--- src/rtl/live_generator_mc.sv ---
// live_generator_mc
//   Multi-channel, run-time configurable liveness/heartbeat generator.
//   Each of NCH channels runs a counter 0..period-1 and produces a square,
//   inverted-square or pulse heartbeat plus a one-cycle tick at every wrap.
//   Configuration writes are held per channel and take effect at the next
//   wrap so period changes never glitch the outputs. A global sync restarts
//   every counter and applies all held writes at once.
//
//   Optional feature: define HB_WATCHDOG_EN to add a per-channel watchdog
//   that monitors external heartbeats (hb_in) and raises hb_lost when no
//   rising edge is seen for WD_LIMIT cycles.
//
// Ports
//   clk         in   1       system clock
//   rst_n       in   1       asynchronous active-low reset
//   sync        in   1       synchronous restart of all channel counters
//   cfg_we      in   1       configuration write strobe
//   cfg_ch      in   CH_W    target channel (>= NCH is ignored)
//   cfg_period  in   CNT_W   new period in clk cycles
//   cfg_mode    in   2       00 off, 01 square, 10 pulse, 11 inverted square
//   q           out  NCH     per-channel heartbeat, registered
//   tick        out  NCH     per-channel 1-cycle wrap pulse, registered
//   hb_in       in   NCH     monitored heartbeats (HB_WATCHDOG_EN only)
//   hb_lost     out  NCH     watchdog expired flags (HB_WATCHDOG_EN only)
module live_generator_mc #(
    parameter int              NCH        = 4,
    parameter int              CNT_W      = 30,
    parameter logic [CNT_W-1:0] DEF_PERIOD = 30'h2000_0000,
    parameter int              CH_W       = 4
`ifdef HB_WATCHDOG_EN
    ,
    parameter logic [31:0]     WD_LIMIT   = 32'd1000000
`endif
) (
    input  logic             clk,
    input  logic             rst_n,
    input  logic             sync,
    input  logic             cfg_we,
    input  logic [CH_W-1:0]  cfg_ch,
    input  logic [CNT_W-1:0] cfg_period,
    input  logic [1:0]       cfg_mode,
    output logic [NCH-1:0]   q,
    output logic [NCH-1:0]   tick
`ifdef HB_WATCHDOG_EN
    ,
    input  logic [NCH-1:0]   hb_in,
    output logic [NCH-1:0]   hb_lost
`endif
);

    localparam logic [1:0] MODE_OFF   = 2'b00;
    localparam logic [1:0] MODE_SQ    = 2'b01;
    localparam logic [1:0] MODE_PULSE = 2'b10;
    localparam logic [1:0] MODE_INV   = 2'b11;

    logic [CNT_W-1:0] cnt         [NCH];
    logic [CNT_W-1:0] period      [NCH];
    logic [1:0]       mode        [NCH];
    logic [CNT_W-1:0] pend_period [NCH];
    logic [1:0]       pend_mode   [NCH];
    logic [NCH-1:0]   pend_vld;

    logic [CNT_W-1:0] ld_period   [NCH];
    logic [1:0]       ld_mode     [NCH];
    logic [NCH-1:0]   en;
    logic [NCH-1:0]   wrap;
    logic [NCH-1:0]   wr;
    logic [NCH-1:0]   load;
    logic [NCH-1:0]   sq;
    logic [NCH-1:0]   tick_nxt;
    logic [NCH-1:0]   q_nxt;

    // High for the upper half of the period; odd periods give the low
    // phase the extra cycle (period 5 -> high for cnt 3,4).
    function automatic logic square(input logic [CNT_W-1:0] c,
                                    input logic [CNT_W-1:0] p);
        return c >= (p - (p >> 1));
    endfunction

    always_comb begin
        for (int i = 0; i < NCH; i++) begin
            en[i]       = (mode[i] != MODE_OFF) && (period[i] >= CNT_W'(2));
            wrap[i]     = en[i] && (cnt[i] == period[i] - CNT_W'(1));
            wr[i]       = cfg_we && (cfg_ch == CH_W'(i));
            // A disabled channel reloads every cycle, so writes to it land
            // immediately; a running one reloads only at wrap or sync.
            load[i]     = sync || wrap[i] || !en[i];
            sq[i]       = square(cnt[i], period[i]);
            tick_nxt[i] = wrap[i] && !sync;

            // A write in the load cycle itself beats an older held value.
            ld_period[i] = period[i];
            ld_mode[i]   = mode[i];
            if (wr[i]) begin
                ld_period[i] = cfg_period;
                ld_mode[i]   = cfg_mode;
            end else if (pend_vld[i]) begin
                ld_period[i] = pend_period[i];
                ld_mode[i]   = pend_mode[i];
            end

            q_nxt[i] = 1'b0;
            if (en[i]) begin
                case (mode[i])
                    MODE_SQ:    q_nxt[i] = sq[i];
                    MODE_INV:   q_nxt[i] = ~sq[i];
                    MODE_PULSE: q_nxt[i] = tick_nxt[i];
                    default:    q_nxt[i] = 1'b0;
                endcase
            end
        end
    end

    // Counter / config state and the registered output stage.
    always_ff @(posedge clk or negedge rst_n) begin
        if (!rst_n) begin
            for (int i = 0; i < NCH; i++) begin
                cnt[i]         <= '0;
                period[i]      <= DEF_PERIOD;
                mode[i]        <= MODE_SQ;
                pend_period[i] <= '0;
                pend_mode[i]   <= MODE_OFF;
            end
            pend_vld <= '0;
            q        <= '0;
            tick     <= '0;
        end else begin
            for (int i = 0; i < NCH; i++) begin
                if (load[i]) begin
                    cnt[i]      <= '0;
                    period[i]   <= ld_period[i];
                    mode[i]     <= ld_mode[i];
                    pend_vld[i] <= 1'b0;
                end else begin
                    cnt[i] <= cnt[i] + CNT_W'(1);
                    if (wr[i]) begin
                        pend_period[i] <= cfg_period;
                        pend_mode[i]   <= cfg_mode;
                        pend_vld[i]    <= 1'b1;
                    end
                end
                q[i]    <= q_nxt[i];
                tick[i] <= tick_nxt[i];
            end
        end
    end

`ifdef HB_WATCHDOG_EN
    logic [NCH-1:0] hb_prev;
    logic [31:0]    wd_cnt [NCH];

    always_ff @(posedge clk or negedge rst_n) begin
        if (!rst_n) begin
            hb_prev <= '0;
            hb_lost <= '0;
            for (int i = 0; i < NCH; i++) begin
                wd_cnt[i] <= '0;
            end
        end else begin
            hb_prev <= hb_in;
            for (int i = 0; i < NCH; i++) begin
                if (mode[i] == MODE_OFF) begin
                    wd_cnt[i]  <= '0;
                    hb_lost[i] <= 1'b0;
                end else if (hb_in[i] && !hb_prev[i]) begin
                    wd_cnt[i]  <= '0;
                    hb_lost[i] <= 1'b0;
                end else if (wd_cnt[i] != WD_LIMIT) begin
                    // Saturate at the limit; hb_lost rises with the count
                    // reaching it and then holds until the next edge.
                    wd_cnt[i] <= wd_cnt[i] + 32'd1;
                    if (wd_cnt[i] + 32'd1 == WD_LIMIT) begin
                        hb_lost[i] <= 1'b1;
                    end
                end
            end
        end
    end
`else
    // No watchdog in this build: hb_in/hb_lost do not exist.
`endif

endmodule

--- config.mk ---
export PLATFORM = sky130hd
export DESIGN_NAME = live_generator_mc
export DESIGN_NICKNAME = d
export VERILOG_FILES = /design/src/rtl/live_generator_mc.sv
export SDC_FILE = /design/constraint.sdc
export NUM_CORES = 1
export LEC_CHECK = 0
export CORE_ASPECT_RATIO = 1.2
export CORE_UTILIZATION = 43
export DETAILED_ROUTE_END_ITERATION = 10
export PLACE_DENSITY_LB_ADDON = 0.12
export SKIP_LAST_GASP = 1
export SYNTH_ARGS = -nofsm -noshare
export SYNTH_HDL_FRONTEND = slang
export SYNTH_SLANG_ARGS = --single-unit
--- constraint.sdc ---
create_clock -name clk -period 4.95 [get_ports clk]
set_clock_uncertainty 0.1 [all_clocks]
set_input_delay 0.99 -clock clk [delete_from_list [all_inputs] [get_ports clk]]
set_output_delay 0.99 -clock clk [all_outputs]
set_load 0.1 [all_outputs]
==> results.sh <==
export IMPL_fp_dieH_um=291
export IMPL_hold_buffers=0
export IMPL_p_leak_nw=15.6
export IMPL_ys_ff_latch=388
export IMPL_grt_pass1_wl_um=130000
export IMPL_crit_start="period[31]"
export IMPL_crit_end="q[2]"
export IMPL_tightest_slew_ps=989
export IMPL_synth_top_area_cell="dfrtp_1"
export IMPL_die_width_um=243
export IMPL_clock_sinks=388
export IMPL_drtPass1Iterations=5
export IMPL_grt_max_degree=101
export IMPL_cp_end_kind="flip-flop"
export IMPL_area_growth_pct=14.6
export IMPL_cts_reportedPaths_clkPinSlew_ps=60
export IMPL_dpl_hpwl_um=61800
export IMPL_power_density_mw_per_mm2=716
export IMPL_drc=0
export IMPL_vias_per_cell=5.44
export IMPL_synthTopCellsByArea="dfrtp_1, ha_1, xnor2_1, mux2_2, xor2_1"
export IMPL_utilization_pct=50.0
export IMPL_die_area_mm2=0.0706
export IMPL_critPathRequiredTime_ps=5340
export IMPL_pre_cts_ws_ps=-218
export IMPL_relSlewSlack_pct=33.9
export IMPL_cap_violations=0
export IMPL_row_count=105
export IMPL_outcome="finished clean"
export IMPL_grtUsageTotal_pct=22.9
export IMPL_gp_congestion=0.888
export IMPL_clockBufferDepth=3
export IMPL_grt_overflow=0
export IMPL_drv_slew=0
export IMPL_grt_pass1_vias=23700
export IMPL_syn_nets=3622
export IMPL_cts_root_buf="clkbuf_16"
export IMPL_n_fill_cell=6382
export IMPL_ys_seq_area_share_pct=32.5
export IMPL_r2r_cells=22
export IMPL_start_util_pct=43.6
export IMPL_period_share_pct=96.9
export IMPL_ios=48
export IMPL_max_freq_mhz=208
export IMPL_setup_ws_ps=152
export IMPL_antenna_found_initial=1
export IMPL_synthFlopType="dfrtp_1"
export IMPL_vias=23500
export IMPL_syn_area_mm2=0.0299
export IMPL_yosysWarnings=0
export IMPL_rr_startpoint="period[31]"
export IMPL_synth_edff_count=0
export IMPL_multiInputGateArea_mm2=0.0194
export IMPL_synth_area_per_cell_um2=9.32
export IMPL_h_tree_depth=2
export IMPL_clk_latency_ps=590
export IMPL_rsz0062_at_grt="true"
export IMPL_period_minus_slack_ps=4800
export IMPL_ir_worst_vdd_mv=0.285
export IMPL_cp_max_fo=4
export IMPL_async_reset_ff_share_pct=100
export IMPL_fin_cells=4308
export IMPL_critPathLaunchType="flip-flop"
export IMPL_final_nets=3777
export IMPL_cts_tree="yes"
export IMPL_finalHoldViolCount=0
export IMPL_syn_inst=3210
export IMPL_crit_arrival_ps=5190
export IMPL_dp_cells=4209
export IMPL_reg2reg_slack_ps=150
export IMPL_synthTopCellsByCount="dfrtp_1, ha_1, nor2_1"
export IMPL_seq_area_mm2=0.00972
export IMPL_synthMostInstantiatedCell="dfrtp_1"
export IMPL_wl_per_cell_um=18.8
export IMPL_routed_wl_um=81000
export IMPL_netlist_area_leader_share_pct=31.8
export IMPL_portBuffers=47
export IMPL_yosysUniqueCellTypes=78
export IMPL_critical_path_class="flip-flop to flip-flop"
export IMPL_fp_coreArea_mm2=0.0686
export IMPL_setup_violations=0
export IMPL_ant_nets=0
export IMPL_diodes=0
export IMPL_drtIter0Drc=1318
export IMPL_whs_ps=322
export IMPL_drive_gt1_share_pct=14.7
export IMPL_r2r_end="q[2]"
export IMPL_hold_path_class="input pin to asynchronous set/reset pin"
export IMPL_numCtsBuffers=43
-- power breakdown --
group	total (mW)	switching (mW)	internal, mW
sequential	4.99	0.906	4.09
combinational	16.2	8.73	7.52
clock	3.30	1.39	1.91
-- critical path, stage by stage (launching register included) --
cell and delay [ps]:
dfrtp_1 420, ha_1 230, fa_2 350, o21ba_2 230, o311ai_1 260, buf_4 170, nand4_1 140, a311oi_2 320
a2111oi_2 130, o221a_2 290, buf_4 140, o21bai_1 120, a21oi_1 100, xnor2_1 140, ha_1 300, nand4_1 90
or3_4 390, nor2_4 90, o21ai_0 100, o211ai_1 140, o21ai_1 90, a21boi_2 170, a21boi_1 160
-- per-layer routing --
metal	routed length, um	vias to the layer above	GRT usage [%]
met5	13	-	0
met2	37600	359	37.7
met3	2480	114	2.55
li1	-	11600	-
met4	2690	2	7.30
met1	38200	11400	31.4
-- layout by cell type, fill, tap and decap left out, drive strengths merged, types with 19 or more instances in the layout --
cell	instances
xnor2	260
nand2	186
o21ai	60
clkdlybuf4s50	46
nor2	346
nor4	23
or3	21
xor2	149
a31oi	55
buf	157
ha	368
o21bai	30
and3	47
o22ai	65
a21oi	149
a2bb2oi	64
nand2b	38
nand3	93
clkbuf	68
mux2i	37
nor2b	40
mux2	129
nand4	47
nor3	49
dfrtp	380
inv	224
a21o	41
o21a	19
-- registers in the layout (all words and copies together) (netlist names) --
signal       cells
period         120
cnt            120
tick             4
pend_mode        8
pend_period    120
pend_vld         4
mode             8
q                4
-- logic make-up (layout without fill, tap and decap cells) --
| group | Yosys count | in the layout | synth area share [%] |
|---|---|---|---|
| and+or+nand+nor | 957 | 957 | 15.3 |
| AOI/OAI and AO/OA | 604 | 604 | 14.2 |
| xor gates and xnor gates | 409 | 409 | 12.0 |
| DFF | 388 | 388 | 32.5 |
| adders and majority gates | 372 | 372 | 15.7 |
| buffers and inverters | 314 | 503 | 4.20 |
| muxes | 166 | 166 | 6.09 |
-- per-stage QoR --
stage	total power [mW]	instance area, um2	setup TNS, ps
floorplan	15.9	29900	0
global placement	19.9	32200	-250
detailed placement	20.2	32200	-407
CTS	23.7	33700	-108
global route	26.8	34300	-113
finish	24.5	34300	0
-- worst min path at each step --
stage	from	end	slack [ps]	depth (start not counted)
4_1_cts	rst_n	cnt[1]	340	1
5_1_grt	rst_n	cnt[6]	370	1
3_3_place_gp	pend_period[89]	pend_period[89]	390	1
2_1_floorplan	pend_vld[1]	pend_vld[1]	350	2
6_report	rst_n	cnt[1]	320	1
3_5_place_dp	pend_mode[5]	pend_mode[5]	390	1
-- repair_timing --
action / in CTS / in global routing
pin swaps: 1 / 52
hold endpoints to repair: 0 / 0
setup buffers: 1 / 20
endpoints found under the setup margin: 4 / 16
resized for setup: 9 / 114
-- layout make-up --
type / count / share of cell area, %
Tap cell: 909 / 3.32
Inverter: 221 / 2.42
Clock inverter: 11 / 0.354
Clock buffer: 68 / 3.80
Sequential cell: 388 / 28.4
Multi-Input combinational cell: 2508 / 56.7
Timing Repair Buffer: 203 / 5.07
No activity file was read; power rests on OpenSTA's default activity.
